### config.mk
export PLATFORM = sky130hd
export DESIGN_NAME = lab2_pio_write_arbiter_flat
export DESIGN_NICKNAME = d
export VERILOG_FILES = /design/src/rtl/lab2_pio_arb_pkg.sv /design/src/rtl/lab2_pio_write_arbiter_if.sv /design/src/rtl/lab2_rr_arbiter2.sv /design/src/rtl/lab2_pio_write_arbiter.sv /design/src/flat_wrapper.sv
export SDC_FILE = /design/constraint.sdc
export NUM_CORES = 1
export LEC_CHECK = 0
export ABC_AREA = 1
export CORE_MARGIN = 1.5
export CORE_UTILIZATION = 33
export DETAILED_ROUTE_END_ITERATION = 12
export PLACE_DENSITY = 0.87
export REMOVE_ABC_BUFFERS = 1
export SYNTH_ARGS = -nofsm -noshare
export SYNTH_HDL_FRONTEND = slang
export SYNTH_SLANG_ARGS = --single-unit
### constraint.sdc
create_clock -name clk -period 1.1 [get_ports clk]
set_input_delay 0.22 -clock clk [delete_from_list [all_inputs] [get_ports clk]]
set_output_delay 0.22 -clock clk [all_outputs]
set_load 0.03 [all_outputs]
### src/rtl/lab2_pio_arb_pkg.sv
// Shared types and constants for the PIO write arbiter.
// Optional readback is enabled by defining LAB2_PIO_ARB_READBACK_EN.
package lab2_pio_arb_pkg;

    localparam int unsigned AVM_DATA_W    = 32;
    localparam logic [1:0]  PIO_DATA_ADDR = 2'd0;

    typedef enum logic [2:0] {
        StIdle,
        StWrite,
        StRead,
        StAck,
        StGap
    } arb_state_e;

endpackage

### src/rtl/lab2_pio_write_arbiter_if.sv
// Avalon-MM bus between the arbiter (master) and the PIO slave.
interface lab2_pio_write_arbiter_if;
    import lab2_pio_arb_pkg::*;

    logic [1:0]            avm_address;
    logic                  avm_chipselect;
    logic                  avm_write_n;
    logic [AVM_DATA_W-1:0] avm_writedata;
    logic [AVM_DATA_W-1:0] avm_readdata;

    modport master (
        output avm_address,
        output avm_chipselect,
        output avm_write_n,
        output avm_writedata,
        input  avm_readdata
    );

    modport slave (
        input  avm_address,
        input  avm_chipselect,
        input  avm_write_n,
        input  avm_writedata,
        output avm_readdata
    );

endinterface

### src/rtl/lab2_rr_arbiter2.sv
// Two-way round-robin grant with a last-grant pointer.
module lab2_rr_arbiter2 (
    input  logic       clk,
    input  logic       reset,
    input  logic [1:0] req,
    input  logic       take,
    output logic       valid,
    output logic       winner
);

    // Index of the last requester granted; reset to 1 so requester 0 wins a tie first.
    logic last_q;

    always_comb begin
        winner = 1'b0;
        case (req)
            2'b01:   winner = 1'b0;
            2'b10:   winner = 1'b1;
            2'b11:   winner = ~last_q;
            default: winner = 1'b0;
        endcase
        valid = |req;
    end

    always_ff @(posedge clk) begin
        if (reset) begin
            last_q <= 1'b1;
        end else if (take && valid) begin
            last_q <= winner;
        end
    end

endmodule

### src/rtl/lab2_pio_write_arbiter.sv
// Two-requester arbiter writing a PIO register over Avalon-MM.
// Define LAB2_PIO_ARB_READBACK_EN to add a readback check with a sticky err flag.
module lab2_pio_write_arbiter
    import lab2_pio_arb_pkg::*;
#(
    parameter int unsigned DATA_W     = 12,
    parameter int unsigned GAP_CYCLES = 2
) (
    input  logic                     clk,
    input  logic                     reset,
    input  logic [1:0]               req,
    input  logic [DATA_W-1:0]        wdata0,
    input  logic [DATA_W-1:0]        wdata1,
    output logic [1:0]               ack,
    output logic                     grant_id,
    output logic                     busy,
    output logic                     err,
    input  logic                     err_clr,
    lab2_pio_write_arbiter_if.master avm
);

    localparam logic [7:0] GapLast = 8'(GAP_CYCLES - 1);

    arb_state_e            state_q, state_d;
    logic [DATA_W-1:0]     data_q, data_d;
    logic                  grant_id_q, grant_id_d;
    logic [7:0]            gap_cnt_q, gap_cnt_d;
    logic                  take;
    logic                  arb_valid;
    logic                  arb_winner;
    logic [AVM_DATA_W-1:0] data_ext;

    assign data_ext = AVM_DATA_W'(data_q);

    lab2_rr_arbiter2 u_rr (
        .clk    (clk),
        .reset  (reset),
        .req    (req),
        .take   (take),
        .valid  (arb_valid),
        .winner (arb_winner)
    );

    always_comb begin
        state_d            = state_q;
        data_d             = data_q;
        grant_id_d         = grant_id_q;
        gap_cnt_d          = gap_cnt_q;
        take               = 1'b0;
        ack                = 2'b00;
        avm.avm_address    = PIO_DATA_ADDR;
        avm.avm_chipselect = 1'b0;
        avm.avm_write_n    = 1'b1;
        avm.avm_writedata  = '0;
        case (state_q)
            StIdle: begin
                if (arb_valid) begin
                    take       = 1'b1;
                    data_d     = arb_winner ? wdata1 : wdata0;
                    grant_id_d = arb_winner;
                    state_d    = StWrite;
                end
            end
            StWrite: begin
                avm.avm_chipselect = 1'b1;
                avm.avm_write_n    = 1'b0;
                avm.avm_writedata  = data_ext;
`ifdef LAB2_PIO_ARB_READBACK_EN
                state_d = StRead;
`else
                state_d = StAck;
`endif
            end
            StRead: begin
                avm.avm_chipselect = 1'b1;
                state_d            = StAck;
            end
            StAck: begin
                ack[grant_id_q] = 1'b1;
                gap_cnt_d       = '0;
                state_d         = (GAP_CYCLES == 0) ? StIdle : StGap;
            end
            StGap: begin
                if (gap_cnt_q == GapLast) begin
                    gap_cnt_d = '0;
                    state_d   = StIdle;
                end else begin
                    gap_cnt_d = gap_cnt_q + 8'd1;
                end
            end
            default: state_d = StIdle;
        endcase
    end

    always_ff @(posedge clk) begin
        if (reset) begin
            state_q    <= StIdle;
            data_q     <= '0;
            grant_id_q <= 1'b0;
            gap_cnt_q  <= '0;
        end else begin
            state_q    <= state_d;
            data_q     <= data_d;
            grant_id_q <= grant_id_d;
            gap_cnt_q  <= gap_cnt_d;
        end
    end

    assign busy     = (state_q != StIdle);
    assign grant_id = grant_id_q;

`ifdef LAB2_PIO_ARB_READBACK_EN
    logic err_q;

    // A mismatch takes priority over a simultaneous clear.
    always_ff @(posedge clk) begin
        if (reset) begin
            err_q <= 1'b0;
        end else if (state_q == StRead && avm.avm_readdata != data_ext) begin
            err_q <= 1'b1;
        end else if (err_clr) begin
            err_q <= 1'b0;
        end
    end

    assign err = err_q;
`else
    logic unused_inputs;
    assign unused_inputs = ^{err_clr, avm.avm_readdata};
    assign err           = 1'b0;
`endif

endmodule

### src/flat_wrapper.sv
// flat-port wrapper written by rule: the top's interface ports become plain ports
module lab2_pio_write_arbiter_flat import lab2_pio_arb_pkg::*;
#(
    parameter int unsigned DATA_W     = 12,
    parameter int unsigned GAP_CYCLES = 2
)
  (clk, reset, req, wdata0, wdata1, ack, grant_id, busy, err, err_clr, avm_avm_address, avm_avm_chipselect, avm_avm_write_n, avm_avm_writedata, avm_avm_readdata);
  lab2_pio_write_arbiter_if avm_i ();
  input  logic clk;
  input  logic reset;
  input  logic [1:0] req;
  input  logic [DATA_W-1:0] wdata0;
  input  logic [DATA_W-1:0] wdata1;
  output logic [1:0] ack;
  output logic grant_id;
  output logic busy;
  output logic err;
  input  logic err_clr;
  output wire logic [$bits(avm_i.avm_address)-1:0] avm_avm_address;
  output wire logic [$bits(avm_i.avm_chipselect)-1:0] avm_avm_chipselect;
  output wire logic [$bits(avm_i.avm_write_n)-1:0] avm_avm_write_n;
  output wire logic [$bits(avm_i.avm_writedata)-1:0] avm_avm_writedata;
  input wire logic [$bits(avm_i.avm_readdata)-1:0] avm_avm_readdata;
  assign avm_avm_address = avm_i.avm_address;
  assign avm_avm_chipselect = avm_i.avm_chipselect;
  assign avm_avm_write_n = avm_i.avm_write_n;
  assign avm_avm_writedata = avm_i.avm_writedata;
  assign avm_i.avm_readdata = avm_avm_readdata;
  lab2_pio_write_arbiter #(.DATA_W(DATA_W), .GAP_CYCLES(GAP_CYCLES)) u_core (.clk(clk), .reset(reset), .req(req), .wdata0(wdata0), .wdata1(wdata1), .ack(ack), .grant_id(grant_id), .busy(busy), .err(err), .err_clr(err_clr), .avm(avm_i));
endmodule
==> metrics.md <==
| Metric | Value |
|---|---|
| Setup Crit Path Kind | reg -> out |
| # diodes | 0 |
| Rows | 24 |
| Number of CTS-inserted buffers | 3 |
| H-tree depth | 1 |
| First-pass GRT wire length | 6.84 mm |
| Synth top area cells | dfxtp_1, nand2_1, buf_4 |
| WP buf/inv | 3 |
| Vias in the first global route | ~1600 |
| Chip width | just over 70 microns |
| Post-DR vias/cell | 4.69 |
| Post-route minimum period | 1.48 ns |
| WL/cell | 12.7 microns |
| Mapped Cells | 248 |
| Die area | 5180 sq um |
| CP startpoint kind | flop |
| DR DRC count | 0 |
| Dpl ws | -0.390 ns |
| Routed Antenna Nets | 0 |
| Final period utilization | 134% |
| RSZ-0062 raised after global routing | yes |
| Final GP Congestion | 0.879 |
| Final hold violations | 0 |
| Clock Root Buffer | clkbuf_8 |
| Sequential fraction of the synthesis area | 31.9% |
| NumNets Final | 381 |
| GRT Resource Usage Total | 16.7% |
| WL final | 4.69 mm |
| Layout Area Growth over Synthesis | 66.5% |
| Max Cap Viol | 0 |
| Antenna violations before repair | 0 |
| DIE HEIGHT | approximately 72 microns |
| Worst IR Drop VDD | 0.551 mV |
| Dpl hpwl | 3.00 mm |
| Worst-path clk slew | about 0.1 ns |
| Largest delay contributor family on the critical path | flip-flops |
| GR Overflow Total | 0 |
| Port-buffer cells | 45 |
| Final setup vio count | 41 |
| Crit-path max FO | 7 |
| Final clock skew | 0.0104 ns |
| FMAX | 0.677 GHz |
| Synth Warn # | 0 |
| Clock latency on the worst-skew pair | 0.28 ns |
| # clock sinks | 25 |
| Share of post-route cells with drive strength above 1 | 38.5% |
| Max-slew violation count | 0 |
| Syn avg cell area | 6.33 sq um |
| Largest net degree at the start of global routing | 16 |
| WHS | 0.472 ns |
| Core footprint | 4470 sq um |
| Yosys cell types | 23 |
| Max Root-Sink Buffers | 2 |
| Status | finished with violations |
| Cell Pwr Density | 1180 nW/um^2 |
| Cts hold-fix bufs | 0 |
| Failing checks | negative setup slack |
| CTS tree | yes |
| Iter 0 DRT Violations | 74 |
| Starting Density | 35.1% |
| Yosys reg bits | 25 |
| Tightest Hold Check Type | reg -> reg |
| Synth Cell Area | 1570 sq um |
| Via count | ~1700 |
| CP arrival | 1.26 ns |
| Critical Path RT | 0.88 ns |
| Slowest stage delay, CP | 0.40 ns |
| # IOs | 102 |
| Post-synth top area cell | dfxtp_1 |
| Pwr Total | 3.08 mW |
| Worst Slack Setup Final | -0.377 ns |
| Leakage | roughly 1.1 nW |
| Post-synth top area share | 31.9% |
| Pre-antenna DRT Iters | 4 |
| Slowest cell on the critical path | dfxtp_4 |
| Worst path cell trace | inv_4 -> nand3_4 -> buf_12 -> nor2_2 -> buf_6 |
| Setup crit end kind | primary output |
-- sequential cells by signal, summed over array words and instances, names as in the netlist --
name                count
u_core.data_q          12
u_core.gap_cnt_q        8
u_core.state_q          3
u_core.grant_id         1
u_core.u_rr.last_q      1
-- metal layers --
metal / vias up / share of wire, % / global-route usage [%]
li1: 843 / - / -
met1: 812 / 40 / 20.1
met2: 58 / 53 / 28.8
met3: 16 / 3.6 / 3.75
met4: 0 / 3.5 / 6.92
met5: - / 0 / 0
-- logic make-up after synthesis --
| family | after synthesis | share of synthesized area [%] |
|---|---|---|
| compound gates | 24 | 9.33 |
| simple gates | 131 | 34.1 |
| fa+ha+maj | 2 | 1.59 |
| other cells | 1 | 0.239 |
| xor+xnor | 2 | 1.12 |
| buf+inv | 63 | 21.8 |
| flops | 25 | 31.9 |
-- worst paths after layout --
kind                                        start                   end  slack [ns]  cells after the start
worst max-delay path            u_core.state_q[1]  avm_avm_writedata[7]       -0.38                      5
worst min-delay path             u_core.data_q[7]      u_core.data_q[7]        0.47                      2
worst max register to register  u_core.state_q[1]   u_core.gap_cnt_q[5]       -0.28                      9
worst min register to register   u_core.data_q[7]      u_core.data_q[7]        0.47                      2
-- layout make-up --
cell class / instances / area (sq um)
flip-flops and latches: 25 / 515
multi-input cells: 182 / 1100
inverters: 33 / 139
well taps: 52 / 65.1
repair buffers: 73 / 741
clock buffers: 3 / 41.3
clock inverters: 1 / 7.51
fillers: 366 / 1860
-- repair_timing --
item	in CTS	in global routing
endpoints found under the setup margin	41	40
gates cloned	0	0
gates resized for setup	43	87
pin swaps	3	27
buffers inserted	1	4
-- report_power, final --
part / leakage, nW / switching, mW / internal, mW / total, mW
sequential: 0.207 / 0.0856 / 0.988 / 1.07
clock: 0.0217 / 0.328 / 0.258 / 0.586
combinational: 0.910 / 0.820 / 0.598 / 1.42
-- per-stage QoR --
stage                     area (sq um)  std cells  setup TNS (ns)  util [%]
after global placement            2080        360           -6.32      46.4
after CTS                         2260        365           -7.11      50.5
after floorplan                   1430        240          -10.45         -
after detailed placement          2080        360           -6.86      46.4
final                             2610        369          -10.49      58.4
after global routing              2610        369          -12.51      58.4
-- worst reg2reg max path: stages, from the launching register on --
cell and delay [ns]:
dfxtp_4 0.40, nor2_4 0.18, buf_6 0.12, buf_6 0.10, nand2_8 0.07, nand2_8 0.11, nand3_1 0.07, nand2_1 0.06
nand2_1 0.05, nor2_1 0.14
-- synth_stat cells --
master / n
nor3_1: 2
a21oi_4: 1
inv_1: 32
xor2_1: 2
inv_2: 1
conb_1: 1
buf_2: 3
nand2_4: 1
nand3b_1: 1
a21oi_2: 4
o21ai_0: 2
nor2_4: 1
dfxtp_1: 25
nand2_2: 1
buf_6: 2
nand3_1: 9
buf_4: 23
nand4_1: 3
a21oi_1: 17
nand2_1: 90
ha_1: 2
clkbuf_1: 2
nor2_1: 23
-- placed cells by master, fill, tap and decap left out, types with 9 or more instances in the layout --
master           Yosys  routed
conb_1               1      23
nor2_4               1      12
buf_4               23      16
dfxtp_1             25      19
inv_1               32      26
nand2_2              1       9
clkdlybuf4s50_1      0      27
a21oi_2              4      17
nand2_1             90      74
buf_6                2      28
No activity file was read; power rests on OpenSTA's default activity.
